$ cat config.mk
export PLATFORM = sky130hd
export DESIGN_NAME = pool_gb_rsp
export DESIGN_NICKNAME = d
export VERILOG_FILES = /design/src/rtl/pool_gb_rsp.sv
export SDC_FILE = /design/constraint.sdc
export NUM_CORES = 1
export LEC_CHECK = 0
export BUFFER_PORTS_ARGS = -buffer_cell sky130_fd_sc_hd__buf_2
export CAP_MARGIN = 20
export CORE_AREA = 2 2 169 171
export CTS_CLUSTER_SIZE = 24
export DETAILED_ROUTE_END_ITERATION = 8
export DIE_AREA = 0 0 171 173
export GPL_TIMING_DRIVEN = 0
export PLACE_DENSITY = 0.5
export SKIP_CTS_REPAIR_TIMING = 1
export SLEW_MARGIN = 5
export SYNTH_ARGS = -nofsm -noshare
export SYNTH_HDL_FRONTEND = slang
export SYNTH_SLANG_ARGS = --single-unit
$ cat constraint.sdc
create_clock -name clk -period 6.4 [get_ports clk]
set_clock_uncertainty 0.1 [all_clocks]
set_input_delay 0.64 -clock clk [delete_from_list [all_inputs] [get_ports clk]]
set_output_delay 0.64 -clock clk [all_outputs]
set_load 0.01 [all_outputs]
$ cat src/rtl/pool_gb_rsp.sv
// pool_gb_rsp: global-buffer-side read responder for the POOL block.
// Queues POOL reads and shares a single-port GB SRAM with a write port.
module pool_gb_rsp #(
    parameter int ADDR_W     = 12,
    parameter int DATA_W     = 96,
    parameter int FIFO_DEPTH = 4,
    parameter int RD_LAT     = 1,
    parameter int WR_STARVE  = 4
) (
    input  logic              clk,
    input  logic              rst_n,
    input  logic              POOLGB_rdy,
    input  logic [ADDR_W-1:0] POOLGB_addr,
    input  logic              POOLGB_fnh,
    output logic              GBPOOL_val,
    output logic [DATA_W-1:0] GBPOOL_data,
    output logic              GBPOOL_done,
    output logic              GBPOOL_ovf,
    input  logic              wr_val,
    input  logic [ADDR_W-1:0] wr_addr,
    input  logic [DATA_W-1:0] wr_data,
    output logic              wr_rdy,
    output logic              sram_cs,
    output logic              sram_we,
    output logic [ADDR_W-1:0] sram_addr,
    output logic [DATA_W-1:0] sram_wdata,
    input  logic [DATA_W-1:0] sram_rdata
);

    localparam int PTR_W = (FIFO_DEPTH > 1) ? $clog2(FIFO_DEPTH) : 1;
    localparam int QC_W  = PTR_W + 1;
    localparam int CNT_W = $clog2(FIFO_DEPTH + RD_LAT + 2) + 1;
    localparam int STV_W = $clog2(WR_STARVE + 1);

    typedef enum logic [1:0] {
        IDLE  = 2'd0,
        SERVE = 2'd1,
        DRAIN = 2'd2,
        DONE  = 2'd3
    } state_t;

    logic [ADDR_W-1:0] q_mem [FIFO_DEPTH];
    logic [PTR_W-1:0]  rd_ptr;
    logic [PTR_W-1:0]  wr_ptr;
    logic [QC_W-1:0]   q_cnt;
    logic              q_empty;
    logic              q_full;
    logic              push;
    logic              pop;
    logic              wr_grant;
    logic [STV_W-1:0]  starve_cnt;
    logic [RD_LAT-1:0] vld_pipe;
    logic [CNT_W-1:0]  out_cnt;
    logic [CNT_W-1:0]  out_cnt_nxt;
    logic              done_nxt;
    state_t            state;
    state_t            state_nxt;

    assign q_empty  = (q_cnt == '0);
    assign q_full   = (q_cnt == QC_W'(FIFO_DEPTH));
    assign wr_grant = wr_val & ((starve_cnt < STV_W'(WR_STARVE)) | q_empty);
    assign pop      = ~wr_grant & ~q_empty;
    assign push     = POOLGB_rdy & (~q_full | pop);
    assign wr_rdy   = wr_grant;

    assign out_cnt_nxt = out_cnt + CNT_W'(push) - CNT_W'(GBPOOL_val);

    // Drive the shared SRAM port from the arbiter decision.
    always_comb begin
        sram_cs    = 1'b0;
        sram_we    = 1'b0;
        sram_addr  = '0;
        sram_wdata = '0;
        if (wr_grant) begin
            sram_cs    = 1'b1;
            sram_we    = 1'b1;
            sram_addr  = wr_addr;
            sram_wdata = wr_data;
        end else if (pop) begin
            sram_cs   = 1'b1;
            sram_addr = q_mem[rd_ptr];
        end
    end

    // Request queue storage; contents need no reset.
    always_ff @(posedge clk) begin
        if (push) begin
            q_mem[wr_ptr] <= POOLGB_addr;
        end
    end

    // Queue pointers and occupancy.
    always_ff @(posedge clk or negedge rst_n) begin
        if (!rst_n) begin
            rd_ptr <= '0;
            wr_ptr <= '0;
            q_cnt  <= '0;
        end else begin
            if (push) begin
                wr_ptr <= wr_ptr + PTR_W'(1);
            end
            if (pop) begin
                rd_ptr <= rd_ptr + PTR_W'(1);
            end
            case ({push, pop})
                2'b10:   q_cnt <= q_cnt + QC_W'(1);
                2'b01:   q_cnt <= q_cnt - QC_W'(1);
                default: q_cnt <= q_cnt;
            endcase
        end
    end

    // Count write grants that bypass a waiting read.
    always_ff @(posedge clk or negedge rst_n) begin
        if (!rst_n) begin
            starve_cnt <= '0;
        end else if (q_empty || pop) begin
            starve_cnt <= '0;
        end else if (wr_grant) begin
            starve_cnt <= starve_cnt + STV_W'(1);
        end
    end

    // Sticky overflow when a request is dropped on a full queue.
    always_ff @(posedge clk or negedge rst_n) begin
        if (!rst_n) begin
            GBPOOL_ovf <= 1'b0;
        end else if (POOLGB_rdy && q_full && !pop) begin
            GBPOOL_ovf <= 1'b1;
        end
    end

    // Track issued reads and register returning SRAM data.
    always_ff @(posedge clk or negedge rst_n) begin
        if (!rst_n) begin
            vld_pipe    <= '0;
            GBPOOL_val  <= 1'b0;
            GBPOOL_data <= '0;
        end else begin
            vld_pipe   <= (vld_pipe << 1) | RD_LAT'(pop);
            GBPOOL_val <= vld_pipe[RD_LAT-1];
            if (vld_pipe[RD_LAT-1]) begin
                GBPOOL_data <= sram_rdata;
            end
        end
    end

    // Outstanding requests: queued, in flight or awaiting return.
    always_ff @(posedge clk or negedge rst_n) begin
        if (!rst_n) begin
            out_cnt <= '0;
        end else begin
            out_cnt <= out_cnt_nxt;
        end
    end

    // Frame state register.
    always_ff @(posedge clk or negedge rst_n) begin
        if (!rst_n) begin
            state <= IDLE;
        end else begin
            state <= state_nxt;
        end
    end

    // Frame next state; drain ends once only the return in the output stage remains.
    always_comb begin
        state_nxt = state;
        unique case (state)
            IDLE: begin
                if (push && POOLGB_fnh) begin
                    state_nxt = DRAIN;
                end else if (push) begin
                    state_nxt = SERVE;
                end else if (POOLGB_fnh) begin
                    state_nxt = DONE;
                end
            end
            SERVE: begin
                if (POOLGB_fnh) begin
                    state_nxt = DRAIN;
                end
            end
            DRAIN: begin
                if (out_cnt_nxt == CNT_W'(vld_pipe[RD_LAT-1])) begin
                    state_nxt = DONE;
                end
            end
            DONE: begin
                state_nxt = push ? SERVE : IDLE;
            end
            default: state_nxt = IDLE;
        endcase
    end

    // Frame outputs.
    always_comb begin
        done_nxt = (state == DONE);
    end

    // Register the done pulse so it trails the final return.
    always_ff @(posedge clk or negedge rst_n) begin
        if (!rst_n) begin
            GBPOOL_done <= 1'b0;
        end else begin
            GBPOOL_done <= done_nxt;
        end
    end

endmodule
==> results.yml, run 1 <==
route:
  drcViolationCount: 0
  drt.antenna.violating_nets: 0
  dr.pass1.iters: 6
  drt_iter0_drc: 177
  wirelength_mm: 25.38
  post_drt_via_cell_ratio: 4.216
  routedWlPerCell_um: 19.05
  vias: 5616
power:
  p_switching_mw: 1.411
  internal-power_mw: 2.713
  pwr-share-clk: 0.263
  pwr-share-seq: 0.381
  max-vdd-ir-drop_uv: 168.8
  leakage_nw: 5.041
  sw_frac_of_total: 0.3421
  combPwrFrac: 0.356
  power.density_nw_per_um2: 394.6
sta:
  slew_viol_final: 0
  fmax_mhz: 312.7
  worst_pin_slew_ns: 0.7206
  whs_ns: 0.2861
  finalSetupTns_ns: 0
  max_slew_margin: 0.5196
  post-route-min-period_ns: 3.198
  hold_violations: 0
  rsz0062_at_grt: "false"
  setup_viol: 0
  min_period_over_period: 0.4997
place:
  port_buffers: 430
  dp_hpwl_mm: 20.60
  placed_area_um2: 9799
  finalWeightedCongestion: 0.8934
synthesis:
  syn_area_um2: 7141
  synth.yosys.seq_area_share: 0.6084
  ys.flop_type: "dfrtp_1"
  synth_top_cell_by_area: "dfrtp_1"
  synth.area.top_cells: "dfrtp_1 41%, edfxtp_1 20%, mux2_2 15%"
  syn_avg_cell_area_um2: 14.75
  synth_nets: 721
  synthCells: 484
  ys_ff_latch: 164
  synthDominantCellAreaShare: 0.4065
  synth_cell_types: 38
  synthArstFlopShare: 0.7073
  synth_edf_count: 48
  yosys_warnings: 0
critical_path:
  crit_required_ns: 6.60
  start_kind: "flop"
  slowest_stage: "dfrtp_1"
  path_buf_inv: 1
  arrival_ns: 3.40
  critPathLaunch: "q_cnt[0]"
  rr_worst_depth: 9
  r2r_end: "state[1]"
  cp-end-kind: "flop"
  crit_cells: 9
  worst_path_dominant_cell_family: "compound AO/OA/AOI/OAI gates"
  r2r_setup_slack_ns: 3.20
  r2r-start: "q_cnt[0]"
  crit_fanout: 10
  worst_path_largest_cell_delay_ns: 0.44
  path_cells: "nor3b_1, a21boi_2, clkbuf_1, ha_1, fa_1, xor2_1, o31a_1, a221o_1, mux2_1"
  cp-endpoint: "state[1]"
  path_class: "reg -> reg"
die:
  pin_count: 431
  start_util: 0.2584
  core_area_um2: 27630
  die_area_um2: 29580
  dieWidth_um: 171
  die_y_um: 173
  rows: 61
outcome:
  status: "finished, final reports clean"
global_route:
  grt_use_met1: 0.1761
  grt_pass1_vias: 5967
  grt-ovfl-total: 0
  grtUsageTotal: 0.1682
  antenna_found_initial: 8
  grt_pass1_wl_mm: 36.65
  grt_use_met3: 0.05974
  grt_max_degree: 87
  gr-usage-met2: 0.3110
  grt_busiest_layer: "met2"
clock_tree:
  clk_pin_slew_ns: 0.07
  cts_buffer_depth: 2
  cts_buffers: 17
  clockRootBuffer: "clkbuf_16"
  cts.sinks: 164
  cts_htree_levels: 4
  clk_latency_ns: 0.42
  cts_tree: "yes"
final_layout:
  final_cell_mix: "437 x buf_2, 116 x dfrtp_1, 100 x and2_1"
  synthToLayoutAreaGrowth_pct: 46.33
  final_area_um2: 10450
  layout-drive-gt1-share: 0.6203
  final_common_cell: "buf_2"
  fin_nets: 1172
hold_path:
  hold_class: "reg -> reg"
job:
  maxCapViolCount: 0
[power groups by stage]
stage	combinational, mW	sequential, mW	clock, mW
after detailed placement	1.50	1.59	0
final	1.47	1.57	1.09
after global routing	1.61	1.62	1.17
after CTS	1.50	1.58	1.13
after floorplan	0.789	1.68	0
after global placement	1.49	1.58	0
[synthesized netlist by cell type, types with 2 or more instances]
master    count
inv_1        15
buf_2         8
dfrtp_1     116
a22o_1       12
fa_1          2
nand2_1       3
edfxtp_1     48
mux2_1        2
a21oi_1       2
xnor2_1       7
a31oi_1       2
and2_1      100
nor2_1        2
clkbuf_2      2
mux2_2       96
nor3b_1       2
ha_1         14
mux4_2       12
and3_1        2
nand2b_1      2
clkbuf_1     16
xor2_1        2
nor3_1        2
[sequential cells by signal, indices dropped and copies added, names as in the netlist]
register	cells
GBPOOL_data	96
q_mem	48
out_cnt	4
q_cnt	3
starve_cnt	3
rd_ptr	2
state	2
wr_ptr	2
GBPOOL_done	1
GBPOOL_ovf	1
GBPOOL_val	1
vld_pipe	1
[kinds of logic (layout without fill, tap and decap cells)]
family	after synthesis	after routing	share of synthesized area
other	0	6	0
flip-flops	164	164	0.6084
adder cells (fa/ha/maj)	16	16	0.03014
buffers and inverters	43	507	0.02593
XOR/XNOR	9	9	0.01104
AO/OA/AOI/OAI	26	26	0.03102
multiplexers	111	111	0.1938
AND/OR/NAND/NOR	115	115	0.09970
[worst min path at each step]
stage	cells past startpoint	start	endpoint
global route	0	vld_pipe	GBPOOL_val
detailed placement	0	vld_pipe	GBPOOL_val
global placement	0	vld_pipe	GBPOOL_val
floorplan	0	rst_n	GBPOOL_data[0]
finish	0	vld_pipe	GBPOOL_val
CTS	1	rst_n	GBPOOL_data[49]
[through the flow]
step / power [mW] / worst slack, ns / util / instances
after floorplan: 2.473 / 3.410 / - / 484
after global placement: 3.070 / 2.846 / 0.3535 / 1292
after detailed placement: 3.088 / 2.815 / 0.3547 / 1293
after CTS: 4.208 / 3.164 / 0.3773 / 1325
after global routing: 4.400 / 3.015 / 0.3782 / 1332
final: 4.123 / 3.202 / 0.3782 / 1332
[metal layers]
| layer | part of all wire | vias to the layer above |
|---|---|---|
| li1 | - | 2589 |
| met1 | 0.36 | 2725 |
| met2 | 0.53 | 280 |
| met3 | 0.091 | 18 |
| met4 | 0.014 | 4 |
| met5 | 0.0011 | - |
[area by class of cell]
type,instances,area [um^2]
plain buffers,28,128.9
fillers,2792,17180
diodes,6,15.01
clock inverters,15,198.9
inverters,15,56.30
clock buffers,17,425.4
well taps,378,473.0
repair buffers,432,2196
flip-flops and latches,164,4344
multi-input cells,277,2611
Power figures use the tool's default switching activity.
==> run 2, diff against run 1 <==
--- a/config.mk
+++ b/config.mk
@@ -7,10 +7,10 @@
 export LEC_CHECK = 0
 export BUFFER_PORTS_ARGS = -buffer_cell sky130_fd_sc_hd__buf_2
 export CAP_MARGIN = 20
-export CORE_AREA = 2 2 169 171
+export CORE_AREA = 2 2 170 172
 export CTS_CLUSTER_SIZE = 24
 export DETAILED_ROUTE_END_ITERATION = 8
-export DIE_AREA = 0 0 171 173
+export DIE_AREA = 0 0 172 174
 export GPL_TIMING_DRIVEN = 0
 export PLACE_DENSITY = 0.5
 export SKIP_CTS_REPAIR_TIMING = 1
==> constraint.sdc (replaced) <==
create_clock -name clk -period 3.2 [get_ports clk]
set_clock_uncertainty 0.1 [all_clocks]
set_input_delay 0.32 -clock clk [delete_from_list [all_inputs] [get_ports clk]]
set_output_delay 0.32 -clock clk [all_outputs]
set_load 0.01 [all_outputs]
==> run 2 against run 1 <==
Hold slack got worse by 0.27 ns. Routed wire length decreased by 5.3%. Final cell count increased by 0.30%. Design area about the same. Register-to-register slack got worse by 3.0 ns. First-iteration DRC count increased by 6.2%. Worst setup slack got worse by 3.0 ns. Critical path depth unchanged. Core utilization decreased by 0.81 points. Maximum frequency increased by 7.2%. Die area increased by 1.2%. Flip-flop and latch count unchanged. Largest cell class unchanged.
==> results.yml, run 2 (synthesis gave the netlist of run 1 again) <==
outcome:
  status: "finished, final reports clean"
sta:
  fmax_mhz: 335.3
  rsz0062_at_grt: "false"
  max_slew_margin: 0.5135
  slew_viol_final: 0
  setup_viol: 0
  hold_violations: 0
  worst_pin_slew_ns: 0.7297
  post-route-min-period_ns: 2.982
  min_period_over_period: 0.9319
clock_tree:
  cts_buffers: 17
  clk_latency_ns: 0.42
  cts.sinks: 164
  cts_htree_levels: 4
  cts_tree: "yes"
  cts_buffer_depth: 2
  clk_pin_slew_ns: 0.06
  clockRootBuffer: "clkbuf_16"
hold_path:
  hold_class: "in -> reg"
  hp-start: "POOLGB_addr[5]"
global_route:
  grt_pass1_vias: 5908
  antenna_found_initial: 4
  grt-ovfl-total: 0
  grt_max_degree: 79
  grt_pass1_wl_mm: 34.71
  grtUsageTotal: 0.1578
final_layout:
  final_cell_mix: "437 x buf_2, 116 x dfrtp_1, 100 x and2_1"
  largest_reg_flops: 96
  top_regs: "GBPOOL_data: 96 flops, q_mem: 48 flops, out_cnt: 4 flops"
  stdcell_count: 1336
  layout-drive-gt1-share: 0.6207
  fin_nets: 1173
  final_common_cell: "buf_2"
  fillers: 2897
  synthToLayoutAreaGrowth_pct: 46.35
  largest-register: "GBPOOL_data"
  final_area_um2: 10450
die:
  rows: 62
  die_area_um2: 29930
  start_util: 0.2529
  die_y_um: 174
  pin_count: 431
  dieWidth_um: 172
  core_area_um2: 28240
route:
  dr.pass1.iters: 4
  post_drt_via_cell_ratio: 4.198
  drt_iter0_drc: 188
  vias: 5609
  routedWlPerCell_um: 17.98
  drcViolationCount: 0
  wirelength_mm: 24.03
  drt.antenna.violating_nets: 0
power:
  pwr-share-clk: 0.259
  power.density_nw_per_um2: 782.3
  p_switching_mw: 2.614
  pwr-share-seq: 0.385
  internal-power_mw: 5.561
  sw_frac_of_total: 0.3198
  combPwrFrac: 0.356
  leakage_nw: 5.045
  p_total_mw: 8.175
  max-vdd-ir-drop_uv: 430.0
critical_path:
  worst_path_largest_cell_delay_ns: 0.44
  crit_fanout: 10
  cp-end-kind: "flop"
  critPathLaunch: "q_cnt[0]"
  r2r-start: "q_cnt[0]"
  path_cells: "nor3b_2, a21boi_2, clkbuf_2, ha_1, fa_1, xor2_1, o31a_1, a221o_1, mux2_1"
  path_class: "reg -> reg"
  arrival_ns: 3.18
  crit_required_ns: 3.39
  slowest_stage: "dfrtp_1"
  start_kind: "flop"
job:
  maxCapViolCount: 0
place:
  port_buffers: 430
  finalWeightedCongestion: 0.7829
  dp_hpwl_mm: 19.38
  placedCellCount: 1299
  placed_area_um2: 9807
[run 2: changes by cell type in the layout (fill, tap and decap cells not counted), sizes merged]
cell         delta
inv             -5
clkbuf          +3
diode           -3
bufinv          +2
clkinv          -1
clkinvlp        +1
dlygate4sd3     +1
[run 2: cell type report]
cell class              instances  area, um^2  area share
diodes                          3       7.507   0.0007184
plain buffers                  28       130.1     0.01245
clock buffers                  20       457.9     0.04382
clock inverters                12       148.9     0.01425
inverters                      15       56.30    0.005388
multi-input cells             277        2619      0.2506
flip-flops and latches        164        4344      0.4157
well taps                     384       480.5     0.04598
repair buffers                433        2206      0.2111
[run 2: worst paths after layout]
check,endpoint,slack [ns],cells after the start
setup / recovery,state[0],0.22,9
hold / removal,q_mem[3][5],0.02,1
setup reg to reg,state[0],0.22,9
hold reg to reg,GBPOOL_val,0.30,0
max in group asynchronous,GBPOOL_data[8],2.00,3
min in group asynchronous,GBPOOL_data[36],0.26,2
[run 2: critical path, delay by kind of cell, from the launching register on]
kind,cells,cell delay [ns]
compound gates,3,0.70
simple gates,1,0.26
buf+inv,1,0.22
fa+ha+maj,2,0.64
xor+xnor,1,0.18
flops,1,0.44
mux,1,0.32
[run 2: metal layers]
| metal | vias up | track usage | wire length [um] | part of all wire |
|---|---|---|---|---|
| li1 | 2584 | - | - | - |
| met1 | 2712 | 0.1642 | 8633 | 0.36 |
| met2 | 288 | 0.2870 | 12580 | 0.52 |
| met3 | 23 | 0.05624 | 2265 | 0.094 |
| met4 | 2 | 0.06162 | 532 | 0.022 |
| met5 | - | 0 | 14 | 0.00058 |
[run 2: power by group through the flow]
stage          logic, mW  registers [mW]  clock network [mW]
2_1_floorplan       1.58            3.37                   0
3_3_place_gp        2.96            3.16                   0
3_5_place_dp        2.98            3.18                   0
4_1_cts             2.98            3.16                2.19
5_1_grt             3.24            3.24                2.27
6_report            2.91            3.15                2.12
[run 2: through the flow]
| stage | hold WS (ns) | utilization | setup slack, ns | TNS [ns] |
|---|---|---|---|---|
| global placement | 0.2644 | 0.3461 | 0.03008 | 0 |
| global route | 0.0009574 | 0.3700 | 0.01689 | 0 |
| finish | 0.01599 | 0.3701 | 0.2179 | 0 |
| detailed placement | 0.1543 | 0.3473 | -0.0001910 | -0.0001910 |
| floorplan | -0.07559 | - | 0.3628 | 0 |
| CTS | -0.3165 | 0.3688 | -0.03879 | -0.07180 |
